<file path="src/rtl/worker_bus_sequencer.sv">
// Sequences a shared worker bus across workers 1..W. A command either
// gathers (reads and sums every worker's rdata) or scatters (writes one
// payload word to every worker). Each access is abandoned after TIMEOUT
// cycles; the worker is flagged in err_mask and skipped.
module worker_bus_sequencer #(
  parameter int W       = 3,
  parameter int IDW     = 3,
  parameter int TIMEOUT = 8
) (
  input  logic           clk,
  input  logic           rst,
  input  logic           start,
  input  logic           op,
  input  logic [31:0]    wdata_in,
  output logic           busy,
  output logic           done,
  output logic [31:0]    sum,
  output logic [W-1:0]   err_mask,
  output logic [IDW-1:0] W_id,
  output logic           W_read,
  input  logic           W_rready,
  input  logic [31:0]    W_rdata,
  output logic           W_write,
  input  logic           W_wready,
  output logic [31:0]    W_wdata
);

  localparam int CW = (TIMEOUT > 1) ? $clog2(TIMEOUT) : 1;

  typedef enum logic [1:0] {IDLE, RD, WR, DONE} state_t;

  state_t         state_q, state_d;
  logic [IDW-1:0] id_q, id_d;
  logic [CW-1:0]  cnt_q, cnt_d;
  logic [31:0]    sum_q, sum_d;
  logic [31:0]    pay_q, pay_d;
  logic [W-1:0]   err_q, err_d;

  logic rdy, tmo;

  // Ready is only honoured for the op in progress; the other strobe's ready is ignored.
  assign rdy = (state_q == RD) ? W_rready : (state_q == WR) ? W_wready : 1'b0;
  assign tmo = (cnt_q == CW'(TIMEOUT - 1));

  // Next-state logic: command acceptance, per-worker advance and timeout.
  always_comb begin
    state_d = state_q;
    id_d    = id_q;
    cnt_d   = cnt_q;
    sum_d   = sum_q;
    pay_d   = pay_q;
    err_d   = err_q;
    case (state_q)
      IDLE: begin
        if (start) begin
          pay_d   = wdata_in;
          sum_d   = '0;
          err_d   = '0;
          id_d    = IDW'(1);
          cnt_d   = '0;
          state_d = op ? WR : RD;
        end
      end
      RD, WR: begin
        if (rdy || tmo) begin
          // Ready on the timeout edge still counts as a successful access.
          if (rdy && state_q == RD) sum_d = sum_q + W_rdata;
          if (!rdy) err_d = err_q | (W'(1) << (id_q - IDW'(1)));
          cnt_d = '0;
          if (id_q == IDW'(W)) begin
            id_d    = '0;
            state_d = DONE;
          end else begin
            id_d = id_q + IDW'(1);
          end
        end else begin
          cnt_d = cnt_q + CW'(1);
        end
      end
      DONE:    state_d = IDLE;
      default: state_d = IDLE;
    endcase
  end

  // State register; reset aborts any command without a done pulse.
  always_ff @(posedge clk or posedge rst) begin
    if (rst) begin
      state_q <= IDLE;
      id_q    <= '0;
      cnt_q   <= '0;
      sum_q   <= '0;
      pay_q   <= '0;
      err_q   <= '0;
    end else begin
      state_q <= state_d;
      id_q    <= id_d;
      cnt_q   <= cnt_d;
      sum_q   <= sum_d;
      pay_q   <= pay_d;
      err_q   <= err_d;
    end
  end

  assign busy     = (state_q != IDLE);
  assign done     = (state_q == DONE);
  assign sum      = sum_q;
  assign err_mask = err_q;
  assign W_id     = id_q;
  assign W_read   = (state_q == RD);
  assign W_write  = (state_q == WR);
  assign W_wdata  = (state_q == WR) ? pay_q : 32'h0;

endmodule

</file>
<file path="config.mk">
export PLATFORM = sky130hd
export DESIGN_NAME = worker_bus_sequencer
export DESIGN_NICKNAME = d
export VERILOG_FILES = /design/src/rtl/worker_bus_sequencer.sv
export SDC_FILE = /design/constraint.sdc
export NUM_CORES = 1
export LEC_CHECK = 0
export CORE_MARGIN = 2
export CORE_UTILIZATION = 46
export CTS_BUF_LIST = sky130_fd_sc_hd__clkbuf_4
export CTS_CLUSTER_SIZE = 28
export DETAILED_ROUTE_END_ITERATION = 16
export PLACE_DENSITY = 0.75
export SLEW_MARGIN = 20
export SYNTH_ARGS = -nofsm -noshare
export SYNTH_HDL_FRONTEND = slang
export SYNTH_SLANG_ARGS = --single-unit
</file>
<file path="constraint.sdc">
create_clock -name clk -period 4.6 [get_ports clk]
set_input_delay 0.69 -clock clk [delete_from_list [all_inputs] [get_ports clk]]
set_output_delay 0.69 -clock clk [all_outputs]
set_load 0.02 [all_outputs]
</file>
==> flow_summary.html, run 1 <==
<table>
<tr><th>Metric</th><th>Value</th></tr>
<tr><th colspan="2">Clock network</th></tr>
<tr><td>CTS tree</td><td>yes</td></tr>
<tr><td>Clock network latency to the later pin of the worst-skew pair</td><td>0.44 ns</td></tr>
<tr><td>Hold buffers post-CTS</td><td>0</td></tr>
<tr><td>Clock tree sinks</td><td>between 70 and 80</td></tr>
<tr><td>Buffer levels on the longest clock path</td><td>2</td></tr>
<tr><td>H-tree Lvls</td><td>3</td></tr>
<tr><td>Post-CTS resize count</td><td>0</td></tr>
<tr><td>Clock tree root buffer cell</td><td>clkbuf_4</td></tr>
<tr><td>Post-CTS setup buffers</td><td>0</td></tr>
<tr><td>Clock transition at the register clock pins on the worst setup and hold paths after CTS</td><td>0.13 ns</td></tr>
<tr><td>Number of clock buffers inserted by TritonCTS</td><td>9</td></tr>
<tr><th colspan="2">Critical path</th></tr>
<tr><td>Category of the worst setup path capture point</td><td>flop</td></tr>
<tr><td>Capturing point of the worst reg2reg path</td><td>sum[31]$_DFFE_PP0P_</td></tr>
<tr><td>Launching element of the worst setup path</td><td>W_rdata[0]</td></tr>
<tr><td>Critical path class</td><td>primary input to flop</td></tr>
<tr><td>Data required time of the critical path</td><td>just under 5 ns</td></tr>
<tr><td>Crit path max-delay family</td><td>compound AO/OA/AOI/OAI gates</td></tr>
<tr><td>Critical path buffer and inverter count</td><td>1</td></tr>
<tr><td>Type of origin of the critical path</td><td>primary input</td></tr>
<tr><td>Crit path DAT</td><td>~3.6 ns</td></tr>
<tr><td>Worst setup slack for register-to-register paths</td><td>approximately 1.5 ns</td></tr>
<tr><td>Cell Chain, Critical Path</td><td>clkdlybuf4s50_1 -&gt; ha_1 -&gt; fa_1 -&gt; a211oi_1 -&gt; o21ai_2 -&gt; o211ai_2 -&gt; a21oi_4 -&gt; a31oi_4 -&gt; o31a_1 -&gt; o21ai_0 -&gt; a221o_1</td></tr>
<tr><td>Critical Path Fanout Max</td><td>5</td></tr>
<tr><td>Worst flop-to-flop path startpoint</td><td>state_q[0]$_DFFE_PP0P_</td></tr>
<tr><td>Cell count of the worst reg-to-reg path</td><td>10</td></tr>
<tr><td>Slowest cell on the critical path</td><td>clkdlybuf4s50_1</td></tr>
<tr><td>Largest stage delay on the critical path</td><td>~0.44 ns</td></tr>
<tr><th colspan="2">Floorplanning</th></tr>
<tr><td>DIE HEIGHT</td><td>about 110 um</td></tr>
<tr><td>Area of the core region</td><td>about 10000 um2</td></tr>
<tr><td>I/O pin count</td><td>roughly 140</td></tr>
<tr><td>Standard-cell row count</td><td>37</td></tr>
<tr><td>Die Area</td><td>around 12000 um2</td></tr>
<tr><td>Chip Width</td><td>around 110 um</td></tr>
<tr><td>Effective utilization at floorplan</td><td>0.474</td></tr>
<tr><th colspan="2">Placed design</th></tr>
<tr><td>Final RePlAce weighted congestion</td><td>about 0.9</td></tr>
<tr><td># port buffers</td><td>between 100 and 150</td></tr>
<tr><td>HPWL after detailed placement</td><td>~9.8 mm</td></tr>
<tr><td>Placed Instance Area</td><td>about 6500 um2</td></tr>
<tr><td>Worst Setup Slack post-DPL</td><td>around 0.89 ns</td></tr>
<tr><td>Cell Count Post-Placement</td><td>790</td></tr>
<tr><th colspan="2">GRT</th></tr>
<tr><td>Grt total ovfl</td><td>0</td></tr>
<tr><td>Total track usage</td><td>0.231</td></tr>
<tr><td>Pin count of the biggest net entering global routing</td><td>slightly above 60</td></tr>
<tr><td>Wire length of the first global-routing pass</td><td>21.3 mm</td></tr>
<tr><td>Vias in the first global route</td><td>~4500</td></tr>
<tr><td>Number of antenna violations at the first check in global routing</td><td>0</td></tr>
<tr><th colspan="2">Routing</th></tr>
<tr><td>DRT Wirelength</td><td>12.9 mm</td></tr>
<tr><td>Number of violations reported at the end of detailed-routing iteration 0</td><td>250</td></tr>
<tr><td>Total number of vias</td><td>4434</td></tr>
<tr><td>DRC</td><td>0</td></tr>
<tr><td>Via density per instance</td><td>5.50</td></tr>
<tr><td>Pre-antenna DRT Iters</td><td>4</td></tr>
<tr><td>Number of nets with antenna violations after detailed routing</td><td>0</td></tr>
<tr><td>WL per Instance</td><td>approximately 16 um</td></tr>
<tr><th colspan="2">Logic synthesis</th></tr>
<tr><td>Mean instance size in the synthesized netlist</td><td>~9.5 um2</td></tr>
<tr><td>Number of enable-type register cells in the synthesized netlist</td><td>0</td></tr>
<tr><td>Commonest cells in the netlist</td><td>dfrtp_1, nand2_1, ha_1, o21ai_0, a21oi_1</td></tr>
<tr><td>Number of instances in the synthesized netlist</td><td>520</td></tr>
<tr><td>Cell type with the highest aggregate area in the netlist</td><td>dfrtp_1</td></tr>
<tr><td>Main flop type after synthesis</td><td>dfrtp_1</td></tr>
<tr><td>Part of the Yosys area used for sequential elements</td><td>0.382</td></tr>
<tr><td>Fraction of synthesized cell area taken by the top area cell type</td><td>0.382</td></tr>
<tr><td>Synthesized Nets</td><td>634</td></tr>
<tr><td>Cell with the most instances after synthesis</td><td>dfrtp_1</td></tr>
<tr><td>Async set-reset flop share out of synthesis</td><td>1.00</td></tr>
<tr><td>Warnings from Yosys</td><td>0</td></tr>
<tr><td>Yosys cell types</td><td>50</td></tr>
<tr><td>#FFs+latches synth</td><td>75</td></tr>
<tr><td>Biggest area contributors in the synthesized netlist</td><td>dfrtp_1, ha_1, mux2_2</td></tr>
<tr><td>Mapped cell area</td><td>slightly below 5000 um2</td></tr>
<tr><th colspan="2">Timing</th></tr>
<tr><td>Portion of the clock cycle consumed by the worst path in the final layout</td><td>0.702</td></tr>
<tr><td>Pins over their slew limit</td><td>0</td></tr>
<tr><td>Final setup vio count</td><td>0</td></tr>
<tr><td>Final Hold Viols</td><td>0</td></tr>
<tr><td>Worst max-slew margin expressed relative to the limit</td><td>0.380</td></tr>
<tr><td>Minimum clock period after layout</td><td>between 3 and 4 ns</td></tr>
<tr><td>Pin slew with the least headroom to its limit</td><td>roughly 0.93 ns</td></tr>
<tr><td>Maximum clock skew at final layout</td><td>~0.013 ns</td></tr>
<tr><td>Highest clock rate</td><td>between 0.3 and 0.4 GHz</td></tr>
<tr><td>Final TNS setup</td><td>0 ns</td></tr>
<tr><td>Unrepaired setup endpoints after global routing</td><td>no</td></tr>
<tr><td>Setup slack after layout</td><td>between 1 and 1.5 ns</td></tr>
<tr><th colspan="2">Worst hold path</th></tr>
<tr><td>Worst min path class</td><td>flop to flop</td></tr>
<tr><td>Hold path startpoint</td><td>cnt_q[0]$_DFFE_PP0P_</td></tr>
<tr><td>Cell count of the worst hold path</td><td>1</td></tr>
<tr><td>Endpoint of the worst hold path</td><td>cnt_q[0]$_DFFE_PP0P_</td></tr>
<tr><th colspan="2">Layout</th></tr>
<tr><td>Area of all placed cells without fillers</td><td>6630 um2</td></tr>
<tr><td>Post-layout utilization of the core</td><td>0.639</td></tr>
<tr><td>Area taken by flip-flops and latches</td><td>~1900 um2</td></tr>
<tr><td>Synth-to-layout area growth</td><td>34.7%</td></tr>
<tr><td>Total area of multi-input combinational cells</td><td>2910 um2</td></tr>
<tr><td>Count of non-filler cells in the finished layout</td><td>a little over 800</td></tr>
<tr><td>Nets</td><td>~780</td></tr>
<tr><td>Antenna diode count</td><td>0</td></tr>
<tr><td>Number of fillers in the final layout</td><td>900</td></tr>
<tr><td>Layout cell share with drive strength beyond 1</td><td>0.0925</td></tr>
<tr><th colspan="2">Job</th></tr>
<tr><td>Count of max-cap constraint violations</td><td>0</td></tr>
<tr><th colspan="2">Power and ir drop</th></tr>
<tr><td>IR Drop Worst-Case VDD</td><td>547 uV</td></tr>
<tr><td>Share of total power in the clock network</td><td>0.090</td></tr>
<tr><td>Sw power</td><td>between 2 and 2.5 mW</td></tr>
<tr><td>Combinational power share</td><td>0.646</td></tr>
<tr><td>Sw Share</td><td>0.464</td></tr>
<tr><td>Leakage</td><td>between 2 and 3 nW</td></tr>
<tr><td>Total power divided by cell area</td><td>about 660 nW/um2</td></tr>
<tr><td>Internal power contribution</td><td>roughly 2.3 mW</td></tr>
<tr><td>Reg power frac</td><td>0.264</td></tr>
<tr><th colspan="2">Status</th></tr>
<tr><td>Status</td><td>finished, final reports clean</td></tr>
</table>
[metal layers]
layer / wire length (um) / track usage / vias to the layer above
met3: 900 / 0.0708 / 25
met4: 242 / 0.0769 / 0
li1: - / - / 2155
met2: 6250 / 0.387 / 129
met5: 0 / 0 / -
met1: 5490 / 0.285 / 2125
[layout by cell type (no fill, tap or decap), types with 15 or more instances in the layout]
cell type,instances
a21oi_1,40
and2_1,33
clkdlybuf4s50_1,143
dfrtp_1,75
ha_1,43
inv_1,20
mux2_2,32
nand2_1,56
nor2_1,23
o21ai_0,41
xnor2_1,15
[worst max-delay path by stage]
stage | end | cells after the start | slack, ns
floorplan | sum[26]$_DFFE_PP0P_ | 10 | 1.63
finish | sum[26]$_DFFE_PP0P_ | 11 | 1.37
global placement | sum[26]$_DFFE_PP0P_ | 11 | 0.98
CTS | sum[26]$_DFFE_PP0P_ | 11 | 1.35
detailed placement | sum[26]$_DFFE_PP0P_ | 11 | 0.89
global route | W_wdata[24] | 5 | 1.22
[state kept, by name, summed over array words and instances, names as in the netlist]
name and count:
state_q 2, err_mask 3, cnt_q 3, sum 32, pay_q 32, W_id 3
[area by class of cell]
cell class | count | share of cell area
Sequential cell | 75 | 0.283
Multi-Input combinational cell | 410 | 0.439
Inverter | 21 | 0.0119
Timing Repair Buffer | 148 | 0.222
Clock inverter | 5 | 0.00585
Clock buffer | 11 | 0.0125
Tap cell | 136 | 0.0257
[cell families after synthesis]
group / count (synthesis) / synth area share
compound gates: 151 / 0.202
simple gates: 155 / 0.153
mux: 34 / 0.0773
buf+inv: 35 / 0.0270
fa+ha+maj: 44 / 0.113
xor+xnor: 26 / 0.0463
flops: 75 / 0.382
[worst register-to-register path, cell delays in order (launching register included)]
cell	delay, ns
dfrtp_1	0.45
inv_1	0.12
ha_1	0.46
nand2_1	0.09
o211ai_1	0.29
or2_2	0.19
and3_1	0.25
nand2_1	0.58
nor3_1	0.38
a21oi_1	0.07
o211ai_1	0.12
[power by group through the flow]
| stage | clock, mW | sequential (mW) | combinational [mW] |
|---|---|---|---|
| after detailed placement | 0 | 1.16 | 2.81 |
| after floorplan | 0 | 1.25 | 1.73 |
| after global placement | 0 | 1.14 | 2.74 |
| after global routing | 0.430 | 1.18 | 3.09 |
| after CTS | 0.396 | 1.15 | 2.82 |
| final | 0.389 | 1.15 | 2.80 |
[metrics by stage]
| stage | power (mW) | hold slack, ns |
|---|---|---|
| floorplan | 2.98 | 0.457 |
| global placement | 3.89 | 0.469 |
| detailed placement | 3.97 | 0.488 |
| CTS | 4.37 | 0.506 |
| global route | 4.70 | 0.495 |
| finish | 4.34 | 0.498 |
Note: power is estimated with default switching activity, not from simulation.
==> run 2: changes to the inputs <==
--- a/config.mk
+++ b/config.mk
@@ -6,11 +6,11 @@
 export NUM_CORES = 1
 export LEC_CHECK = 0
 export CORE_MARGIN = 2
-export CORE_UTILIZATION = 46
+export CORE_UTILIZATION = 45
 export CTS_BUF_LIST = sky130_fd_sc_hd__clkbuf_4
 export CTS_CLUSTER_SIZE = 28
 export DETAILED_ROUTE_END_ITERATION = 16
-export PLACE_DENSITY = 0.75
+export PLACE_DENSITY = 0.77
 export SLEW_MARGIN = 20
 export SYNTH_ARGS = -nofsm -noshare
 export SYNTH_HDL_FRONTEND = slang
==> constraint.sdc (replaced) <==
create_clock -name clk -period 2.89 [get_ports clk]
set_input_delay 0.4335 -clock clk [delete_from_list [all_inputs] [get_ports clk]]
set_output_delay 0.4335 -clock clk [all_outputs]
set_load 0.02 [all_outputs]
==> run 2 against run 1 <==
Via count is 3.9% higher. Clock skew increased by 0.012 ns. Sequential cell count stayed put. Non-clock buffer count grew 38. Clock power grew 48%. Clock-buffer cell count is 1 lower. Die area grew 2.1%. Total power rose by 66%. Sequential power is 58% higher. Sequential share of layout area down 1.3 points. Critical path type is now flop to primary output.
==> flow_summary.html, run 2 (same netlist as run 1, synthesis figures left out) <==
<table>
<tr><th>Metric</th><th>Value</th></tr>
<tr><th colspan="2">Status</th></tr>
<tr><td>Status</td><td>finished, final reports clean</td></tr>
<tr><th colspan="2">GRT</th></tr>
<tr><td>Wire length of the first global-routing pass</td><td>21.6 mm (+1.7%)</td></tr>
<tr><td>Vias in the first global route</td><td>4548 (+0.42%)</td></tr>
<tr><td>Pin count of the biggest net entering global routing</td><td>76 (+23%)</td></tr>
<tr><td>Number of antenna violations at the first check in global routing</td><td>0 (unchanged)</td></tr>
<tr><td>Grt total ovfl</td><td>0 (unchanged)</td></tr>
<tr><td>Total track usage</td><td>0.232 (about the same)</td></tr>
<tr><th colspan="2">Clock network</th></tr>
<tr><td>CTS tree</td><td>yes</td></tr>
<tr><td>Buffer levels on the longest clock path</td><td>2 (unchanged)</td></tr>
<tr><td>Number of clock buffers inserted by TritonCTS</td><td>9 (unchanged)</td></tr>
<tr><td>Clock tree root buffer cell</td><td>clkbuf_4</td></tr>
<tr><td>Clock transition at the register clock pins on the worst setup and hold paths after CTS</td><td>0.14 ns (about the same)</td></tr>
<tr><td>H-tree Lvls</td><td>3 (unchanged)</td></tr>
<tr><td>Clock tree sinks</td><td>75 (unchanged)</td></tr>
<tr><td>Clock network latency to the later pin of the worst-skew pair</td><td>0.45 ns (about the same)</td></tr>
<tr><th colspan="2">Floorplanning</th></tr>
<tr><td>Effective utilization at floorplan</td><td>0.458 (-0.0166)</td></tr>
<tr><td>Area of the core region</td><td>10700 um2 (+3.6%)</td></tr>
<tr><td>Die Area</td><td>11800 um2 (+2.1%)</td></tr>
<tr><td>Standard-cell row count</td><td>38 (+2.7%)</td></tr>
<tr><td>I/O pin count</td><td>144 (unchanged)</td></tr>
<tr><td>DIE HEIGHT</td><td>109 um (+1.1%)</td></tr>
<tr><td>Chip Width</td><td>109 um (+1.1%)</td></tr>
<tr><th colspan="2">Timing</th></tr>
<tr><td>Final Hold Viols</td><td>0 (unchanged)</td></tr>
<tr><td>Final TNS setup</td><td>0 ns (unchanged)</td></tr>
<tr><td>Final setup vio count</td><td>0 (unchanged)</td></tr>
<tr><td>Unrepaired setup endpoints after global routing</td><td>no</td></tr>
<tr><td>Hold Worst Slack</td><td>0.381 ns (-0.117 ns)</td></tr>
<tr><td>Maximum clock skew at final layout</td><td>0.0258 ns (+0.0125 ns)</td></tr>
<tr><td>Setup slack after layout</td><td>0.152 ns (-1.22 ns)</td></tr>
<tr><td>Worst max-slew margin expressed relative to the limit</td><td>0.601 (+0.221)</td></tr>
<tr><td>Pins over their slew limit</td><td>0 (unchanged)</td></tr>
<tr><td>Minimum clock period after layout</td><td>2.74 ns</td></tr>
<tr><td>Pin slew with the least headroom to its limit</td><td>0.592 ns (-0.335 ns)</td></tr>
<tr><td>Portion of the clock cycle consumed by the worst path in the final layout</td><td>0.948</td></tr>
<tr><td>Highest clock rate</td><td>0.365 GHz</td></tr>
<tr><th colspan="2">Critical path</th></tr>
<tr><td>Type of origin of the critical path</td><td>flop</td></tr>
<tr><td>Critical path buffer and inverter count</td><td>3 (+2)</td></tr>
<tr><td>Category of the worst setup path capture point</td><td>primary output</td></tr>
<tr><td>Capturing point of the worst reg2reg path</td><td>sum[26]$_DFFE_PP0P_</td></tr>
<tr><td>Critical Path Fanout Max</td><td>33 (+28)</td></tr>
<tr><td>Worst flop-to-flop path startpoint</td><td>sum[0]$_DFFE_PP0P_</td></tr>
<tr><td>Crit path DAT</td><td>2.30 ns (-1.25 ns)</td></tr>
<tr><td>Worst setup slack for register-to-register paths</td><td>0.22 ns (-1.30 ns)</td></tr>
<tr><td>Critical path class</td><td>flop to primary output</td></tr>
<tr><td>Cell Chain, Critical Path</td><td>inv_1 -&gt; ha_1 -&gt; buf_4 -&gt; and2_1 -&gt; clkdlybuf4s50_1</td></tr>
<tr><td>Crit path max-delay family</td><td>buffers and inverters</td></tr>
<tr><td>Data required time of the critical path</td><td>2.46 ns (-2.46 ns)</td></tr>
<tr><td>Largest stage delay on the critical path</td><td>0.63 ns (+0.19 ns)</td></tr>
<tr><td>Cell count of the worst reg-to-reg path</td><td>10 (unchanged)</td></tr>
<tr><td>Slowest cell on the critical path</td><td>clkdlybuf4s50_1</td></tr>
<tr><th colspan="2">Placed design</th></tr>
<tr><td># port buffers</td><td>143 (unchanged)</td></tr>
<tr><td>Worst Setup Slack post-DPL</td><td>-0.250 ns (-1.14 ns)</td></tr>
<tr><td>Placed Instance Area</td><td>6810 um2 (+4.7%)</td></tr>
<tr><td>HPWL after detailed placement</td><td>10.2 mm (+4.8%)</td></tr>
<tr><td>Final RePlAce weighted congestion</td><td>0.894 (-1.4%)</td></tr>
<tr><th colspan="2">Layout</th></tr>
<tr><td>Synth-to-layout area growth</td><td>41.1%</td></tr>
<tr><td>Nets</td><td>817 (+4.9%)</td></tr>
<tr><td>Commonest cells after routing, fill and taps aside</td><td>clkdlybuf4s50_1, dfrtp_1, nand2_1, ha_1, buf_4</td></tr>
<tr><td>Area of all placed cells without fillers</td><td>6940 um2 (+4.7%)</td></tr>
<tr><td>Number of fillers in the final layout</td><td>918 (+2.0%)</td></tr>
<tr><td>Leading cell type in the layout, fill and taps excluded</td><td>clkdlybuf4s50_1</td></tr>
<tr><td>Layout cell share with drive strength beyond 1</td><td>0.143 (+0.0501)</td></tr>
<tr><th colspan="2">Worst hold path</th></tr>
<tr><td>Worst min path class</td><td>primary input to async pin</td></tr>
<tr><th colspan="2">Routing</th></tr>
<tr><td>Number of nets with antenna violations after detailed routing</td><td>0 (unchanged)</td></tr>
<tr><td>Pre-antenna DRT Iters</td><td>5 (+1)</td></tr>
<tr><td>WL per Instance</td><td>15.7 um (-1.8%)</td></tr>
<tr><td>Number of violations reported at the end of detailed-routing iteration 0</td><td>251 (+0.40%)</td></tr>
<tr><td>Total number of vias</td><td>4605 (+3.9%)</td></tr>
<tr><td>Via density per instance</td><td>5.42 (-1.4%)</td></tr>
<tr><td>DRT Wirelength</td><td>13.3 mm (+3.4%)</td></tr>
<tr><td>DRC</td><td>0 (unchanged)</td></tr>
<tr><th colspan="2">Power and ir drop</th></tr>
<tr><td>Leakage</td><td>3.15 nW (+6.2%)</td></tr>
<tr><td>IR Drop Worst-Case VDD</td><td>447 uV (-18%)</td></tr>
<tr><td>Total power divided by cell area</td><td>1040 nW/um2 (+59%)</td></tr>
<tr><td>Post-layout total power</td><td>7.22 mW (+66%)</td></tr>
<tr><th colspan="2">Job</th></tr>
<tr><td>Count of max-cap constraint violations</td><td>0 (unchanged)</td></tr>
</table>
[run 2: cell types whose count changed in the layout (fill, tap and decap cells not counted), sizes merged]
cell    before  now
inv         22   21
diode        0    1
buf          5   43
clkbuf      11   10
clkinv       3    5
[run 2: worst min-delay path, stage by stage]
cell,delay (ns)
clkdlybuf4s50_1,0.41
inv_2,0.07
buf_12,0.33
[run 2: report_power, final]
part / switching, mW / internal (mW) / total [mW]
Combinational: 2.60 / 2.22 / 4.82
Sequential: 0.300 / 1.52 / 1.82
Clock: 0.391 / 0.186 / 0.577
Total: 3.29 / 3.93 / 7.22
[run 2: final cells by class]
cell class / count / area (um2) / area share
Antenna cell: 1 / 2.50 / 0.000361
Clock buffer: 10 / 75.1 / 0.0108
Clock inverter: 6 / 42.5 / 0.00613
Inverter: 21 / 78.8 / 0.0114
Multi-Input combinational cell: 410 / 2920 / 0.421
Sequential cell: 75 / 1880 / 0.271
Tap cell: 140 / 175 / 0.0252
Timing Repair Buffer: 186 / 1770 / 0.255
[run 2: worst max path at each step]
| stage | from | endpoint | slack, ns | cells past startpoint |
|---|---|---|---|---|
| finish | state_q[0]$_DFFE_PP0P_ | W_wdata[12] | 0.15 | 5 |
| CTS | state_q[0]$_DFFE_PP0P_ | W_wdata[29] | 0.14 | 5 |
| floorplan | sum[0]$_DFFE_PP0P_ | sum[26]$_DFFE_PP0P_ | 0.1 | 10 |
| global placement | W_rdata[0] | sum[24]$_DFFE_PP0P_ | -0.20 | 11 |
| detailed placement | W_rdata[0] | sum[24]$_DFFE_PP0P_ | -0.25 | 11 |
| global route | sum[0]$_DFFE_PP0P_ | sum[26]$_DFFE_PP0P_ | 0.04 | 10 |
[run 2: per-stage QoR]
stage / instances / util
after floorplan: 520 / -
after global placement: 832 / 0.633
after detailed placement: 832 / 0.633
after CTS: 848 / 0.644
after global routing: 848 / 0.645
final: 849 / 0.646
[run 2: layer usage]
layer,track usage,vias to the layer above,part of all wire
li1,-,2241,-
met1,0.305,2191,0.44
met2,0.382,146,0.48
met3,0.0313,27,0.056
met4,0.0989,0,0.024
met5,0,-,0
[run 2: timing repair]
action                                  in CTS  in global routing
hold buffers                                 0                  0
resized for setup                            0                  2
endpoints found under the setup margin       0                  3
setup buffers                                0                  0
==> run 3: changes to the inputs <==
--- a/config.mk
+++ b/config.mk
@@ -6,11 +6,11 @@
 export NUM_CORES = 1
 export LEC_CHECK = 0
 export CORE_MARGIN = 2
-export CORE_UTILIZATION = 45
+export CORE_UTILIZATION = 40
 export CTS_BUF_LIST = sky130_fd_sc_hd__clkbuf_4
 export CTS_CLUSTER_SIZE = 28
 export DETAILED_ROUTE_END_ITERATION = 16
-export PLACE_DENSITY = 0.77
+export PLACE_DENSITY = 0.69
 export SLEW_MARGIN = 20
 export SYNTH_ARGS = -nofsm -noshare
 export SYNTH_HDL_FRONTEND = slang
==> run 3 against run 2 <==
Die area rose by 12%. Global-route usage is 1.8 points lower. Final cell count rose by 1.8%. Via count rose by 0.33%.
==> flow_summary.html, run 3 (same netlist as run 1, synthesis figures left out) <==
<table>
<tr><th>Metric</th><th>Value</th></tr>
<tr><th colspan="2">Floorplanning</th></tr>
<tr><td>Die Area</td><td>13200 um2 (+12%)</td></tr>
<tr><td>I/O pin count</td><td>144 (unchanged)</td></tr>
<tr><td>Chip Width</td><td>115 um (+5.8%)</td></tr>
<tr><td>Standard-cell row count</td><td>40 (+5.3%)</td></tr>
<tr><td>Area of the core region</td><td>12000 um2 (+12%)</td></tr>
<tr><td>Effective utilization at floorplan</td><td>0.409 (-0.0483)</td></tr>
<tr><td>DIE HEIGHT</td><td>115 um (+5.8%)</td></tr>
<tr><th colspan="2">Critical path</th></tr>
<tr><td>Category of the worst setup path capture point</td><td>flop</td></tr>
<tr><td>Capturing point of the worst reg2reg path</td><td>sum[26]$_DFFE_PP0P_</td></tr>
<tr><td>Critical Path Fanout Max</td><td>4 (-88%)</td></tr>
<tr><td>Worst setup slack for register-to-register paths</td><td>0.17 ns (-0.05 ns)</td></tr>
<tr><td>Cell count of the worst reg-to-reg path</td><td>10 (unchanged)</td></tr>
<tr><td>Worst flop-to-flop path startpoint</td><td>sum[0]$_DFFE_PP0P_</td></tr>
<tr><td>Crit path DAT</td><td>3.08 ns (+0.78 ns)</td></tr>
<tr><td>Data required time of the critical path</td><td>3.25 ns (+0.79 ns)</td></tr>
<tr><td>Type of origin of the critical path</td><td>flop</td></tr>
<tr><td>Critical path class</td><td>flop to flop</td></tr>
<tr><th colspan="2">Timing</th></tr>
<tr><td>Maximum clock skew at final layout</td><td>0.0148 ns (-0.0110 ns)</td></tr>
<tr><td>Worst max-slew margin expressed relative to the limit</td><td>0.632 (+0.0306)</td></tr>
<tr><td>Pins over their slew limit</td><td>0 (unchanged)</td></tr>
<tr><td>Portion of the clock cycle consumed by the worst path in the final layout</td><td>0.940 (-0.00766)</td></tr>
<tr><td>Unrepaired setup endpoints after global routing</td><td>no</td></tr>
<tr><td>Final TNS setup</td><td>0 ns (unchanged)</td></tr>
<tr><td>Setup slack after layout</td><td>0.174 ns (+0.0221 ns)</td></tr>
<tr><td>Final Hold Viols</td><td>0 (unchanged)</td></tr>
<tr><td>Highest clock rate</td><td>0.368 GHz (+0.81%)</td></tr>
<tr><td>Minimum clock period after layout</td><td>2.72 ns (-0.0221 ns)</td></tr>
<tr><td>Final setup vio count</td><td>0 (unchanged)</td></tr>
<tr><td>Hold Worst Slack</td><td>0.347 ns (-0.0341 ns)</td></tr>
<tr><td>Pin slew with the least headroom to its limit</td><td>0.552 ns (-0.0404 ns)</td></tr>
<tr><th colspan="2">Clock network</th></tr>
<tr><td>Clock tree sinks</td><td>75 (unchanged)</td></tr>
<tr><td>Buffer levels on the longest clock path</td><td>2 (unchanged)</td></tr>
<tr><td>Post-CTS setup buffers</td><td>0 (unchanged)</td></tr>
<tr><td>Clock transition at the register clock pins on the worst setup and hold paths after CTS</td><td>0.14 ns (about the same)</td></tr>
<tr><td>CTS tree</td><td>yes</td></tr>
<tr><td>Clock network latency to the later pin of the worst-skew pair</td><td>0.46 ns (about the same)</td></tr>
<tr><td>Number of clock buffers inserted by TritonCTS</td><td>9 (unchanged)</td></tr>
<tr><td>H-tree Lvls</td><td>3 (unchanged)</td></tr>
<tr><td>Clock tree root buffer cell</td><td>clkbuf_4</td></tr>
<tr><th colspan="2">Power and ir drop</th></tr>
<tr><td>IR Drop Worst-Case VDD</td><td>564 uV (+26%)</td></tr>
<tr><td>Leakage</td><td>3.22 nW (+1.9%)</td></tr>
<tr><td>Internal power contribution</td><td>4.09 mW (+4.1%)</td></tr>
<tr><td>Sw Share</td><td>0.446 (-0.00929)</td></tr>
<tr><td>Combinational power share</td><td>0.660 (-0.008)</td></tr>
<tr><td>Total power divided by cell area</td><td>1050 nW/um2 (+0.87%)</td></tr>
<tr><td>Share of total power in the clock network</td><td>0.093 (+0.013)</td></tr>
<tr><td>Reg power frac</td><td>0.247 (-0.005)</td></tr>
<tr><td>Sw power</td><td>3.30 mW (+0.26%)</td></tr>
<tr><th colspan="2">GRT</th></tr>
<tr><td>Wire length of the first global-routing pass</td><td>22.4 mm (+3.8%)</td></tr>
<tr><td>Grt total ovfl</td><td>0 (unchanged)</td></tr>
<tr><td>Number of antenna violations at the first check in global routing</td><td>0 (unchanged)</td></tr>
<tr><td>Total track usage</td><td>0.213 (-0.0183)</td></tr>
<tr><td>Vias in the first global route</td><td>4824 (+6.1%)</td></tr>
<tr><td>Pin count of the biggest net entering global routing</td><td>51 (-33%)</td></tr>
<tr><th colspan="2">Layout</th></tr>
<tr><td>Nets</td><td>826 (+1.1%)</td></tr>
<tr><td>Number of fillers in the final layout</td><td>1084 (+18%)</td></tr>
<tr><td>Antenna diode count</td><td>0 (-1)</td></tr>
<tr><td>Commonest cells after routing, fill and taps aside</td><td>clkdlybuf4s50_1, dfrtp_1, nand2_1, buf_4, ha_1</td></tr>
<tr><td>Layout cell share with drive strength beyond 1</td><td>0.152 (+0.00937)</td></tr>
<tr><td>Synth-to-layout area growth</td><td>43.1%</td></tr>
<tr><td>Leading cell type in the layout, fill and taps excluded</td><td>clkdlybuf4s50_1</td></tr>
<tr><td>Count of non-filler cells in the finished layout</td><td>864 (+1.8%)</td></tr>
<tr><th colspan="2">Routing</th></tr>
<tr><td>Via density per instance</td><td>5.35 (-1.4%)</td></tr>
<tr><td>DRC</td><td>0 (unchanged)</td></tr>
<tr><td>WL per Instance</td><td>15.7 um (about the same)</td></tr>
<tr><td>Pre-antenna DRT Iters</td><td>5 (unchanged)</td></tr>
<tr><td>DRT Wirelength</td><td>13.6 mm (+1.7%)</td></tr>
<tr><td>Number of nets with antenna violations after detailed routing</td><td>0 (unchanged)</td></tr>
<tr><td>Total number of vias</td><td>4620 (+0.33%)</td></tr>
<tr><td>Number of violations reported at the end of detailed-routing iteration 0</td><td>211 (-16%)</td></tr>
<tr><th colspan="2">Worst hold path</th></tr>
<tr><td>Worst min path class</td><td>primary input to async pin</td></tr>
<tr><th colspan="2">Placed design</th></tr>
<tr><td>Final RePlAce weighted congestion</td><td>0.901 (+0.84%)</td></tr>
<tr><td>Worst Setup Slack post-DPL</td><td>-0.411 ns (-0.161 ns)</td></tr>
<tr><td>Cell Count Post-Placement</td><td>848 (+1.9%)</td></tr>
<tr><td>HPWL after detailed placement</td><td>10.4 mm (+1.7%)</td></tr>
<tr><td># port buffers</td><td>143 (unchanged)</td></tr>
<tr><th colspan="2">Status</th></tr>
<tr><td>Status</td><td>finished, final reports clean</td></tr>
<tr><th colspan="2">Job</th></tr>
<tr><td>Count of max-cap constraint violations</td><td>0 (unchanged)</td></tr>
</table>
run 3: how the worst max path moves through the flow:
| stage | startpoint | to | slack [ns] |
|---|---|---|---|
| after floorplan | sum[0]$_DFFE_PP0P_ | sum[26]$_DFFE_PP0P_ | 0.1 |
| after global placement | W_rdata[0] | sum[26]$_DFFE_PP0P_ | -0.28 |
| after detailed placement | W_rdata[0] | sum[26]$_DFFE_PP0P_ | -0.41 |
| after CTS | sum[0]$_DFFE_PP0P_ | sum[26]$_DFFE_PP0P_ | 0.03 |
| after global routing | sum[0]$_DFFE_PP0P_ | sum[26]$_DFFE_PP0P_ | 0.002 |
| final | sum[0]$_DFFE_PP0P_ | sum[26]$_DFFE_PP0P_ | 0.17 |
run 3: power groups by stage:
stage / registers, mW / logic [mW] / clock network (mW)
global placement: 1.82 / 4.79 / 0
detailed placement: 1.85 / 4.88 / 0
CTS: 1.83 / 4.91 / 0.718
finish: 1.82 / 4.88 / 0.687
global route: 1.88 / 5.36 / 0.769
floorplan: 1.99 / 2.75 / 0
run 3: through the flow:
step | power, mW | cell area [um2] | util
floorplan | 4.74 | 4920 | -
global placement | 6.61 | 6900 | 0.574
detailed placement | 6.73 | 6900 | 0.574
CTS | 7.46 | 7030 | 0.586
global route | 8.00 | 7040 | 0.586
finish | 7.39 | 7040 | 0.586
run 3: per-layer routing:
layer | track usage | vias up | part of all wire
met3 | 0.0775 | 22 | 0.078
met5 | 0 | - | 0
met2 | 0.364 | 156 | 0.49
met1 | 0.248 | 2185 | 0.41
met4 | 0.0755 | 0 | 0.018
li1 | - | 2257 | -
run 3: layout make-up:
cell class                      count  area [um2]  share of cell area
Tap cell                          147         184              0.0261
Clock inverter                      6        63.8             0.00907
Sequential cell                    75        1880               0.267
Multi-Input combinational cell    410        2910               0.414
Clock buffer                       10        75.1              0.0107
Timing Repair Buffer              195        1850               0.262
Inverter                           21        78.8              0.0112
run 3: critical path: stages (launching register included):
cell	delay [ns]
dfrtp_1	0.40
ha_1	0.24
fa_1	0.45
a211oi_2	0.25
o21ai_2	0.11
o211ai_2	0.22
a21oi_4	0.11
a31oi_4	0.20
o31a_1	0.23
o21ai_0	0.12
a221o_1	0.31
run 3: timing repair:
action / CTS / global route
hold endpoints to repair: 0 / 0
setup endpoints to repair: 0 / 6
resized for setup: 0 / 1
hold buffers: 0 / 0
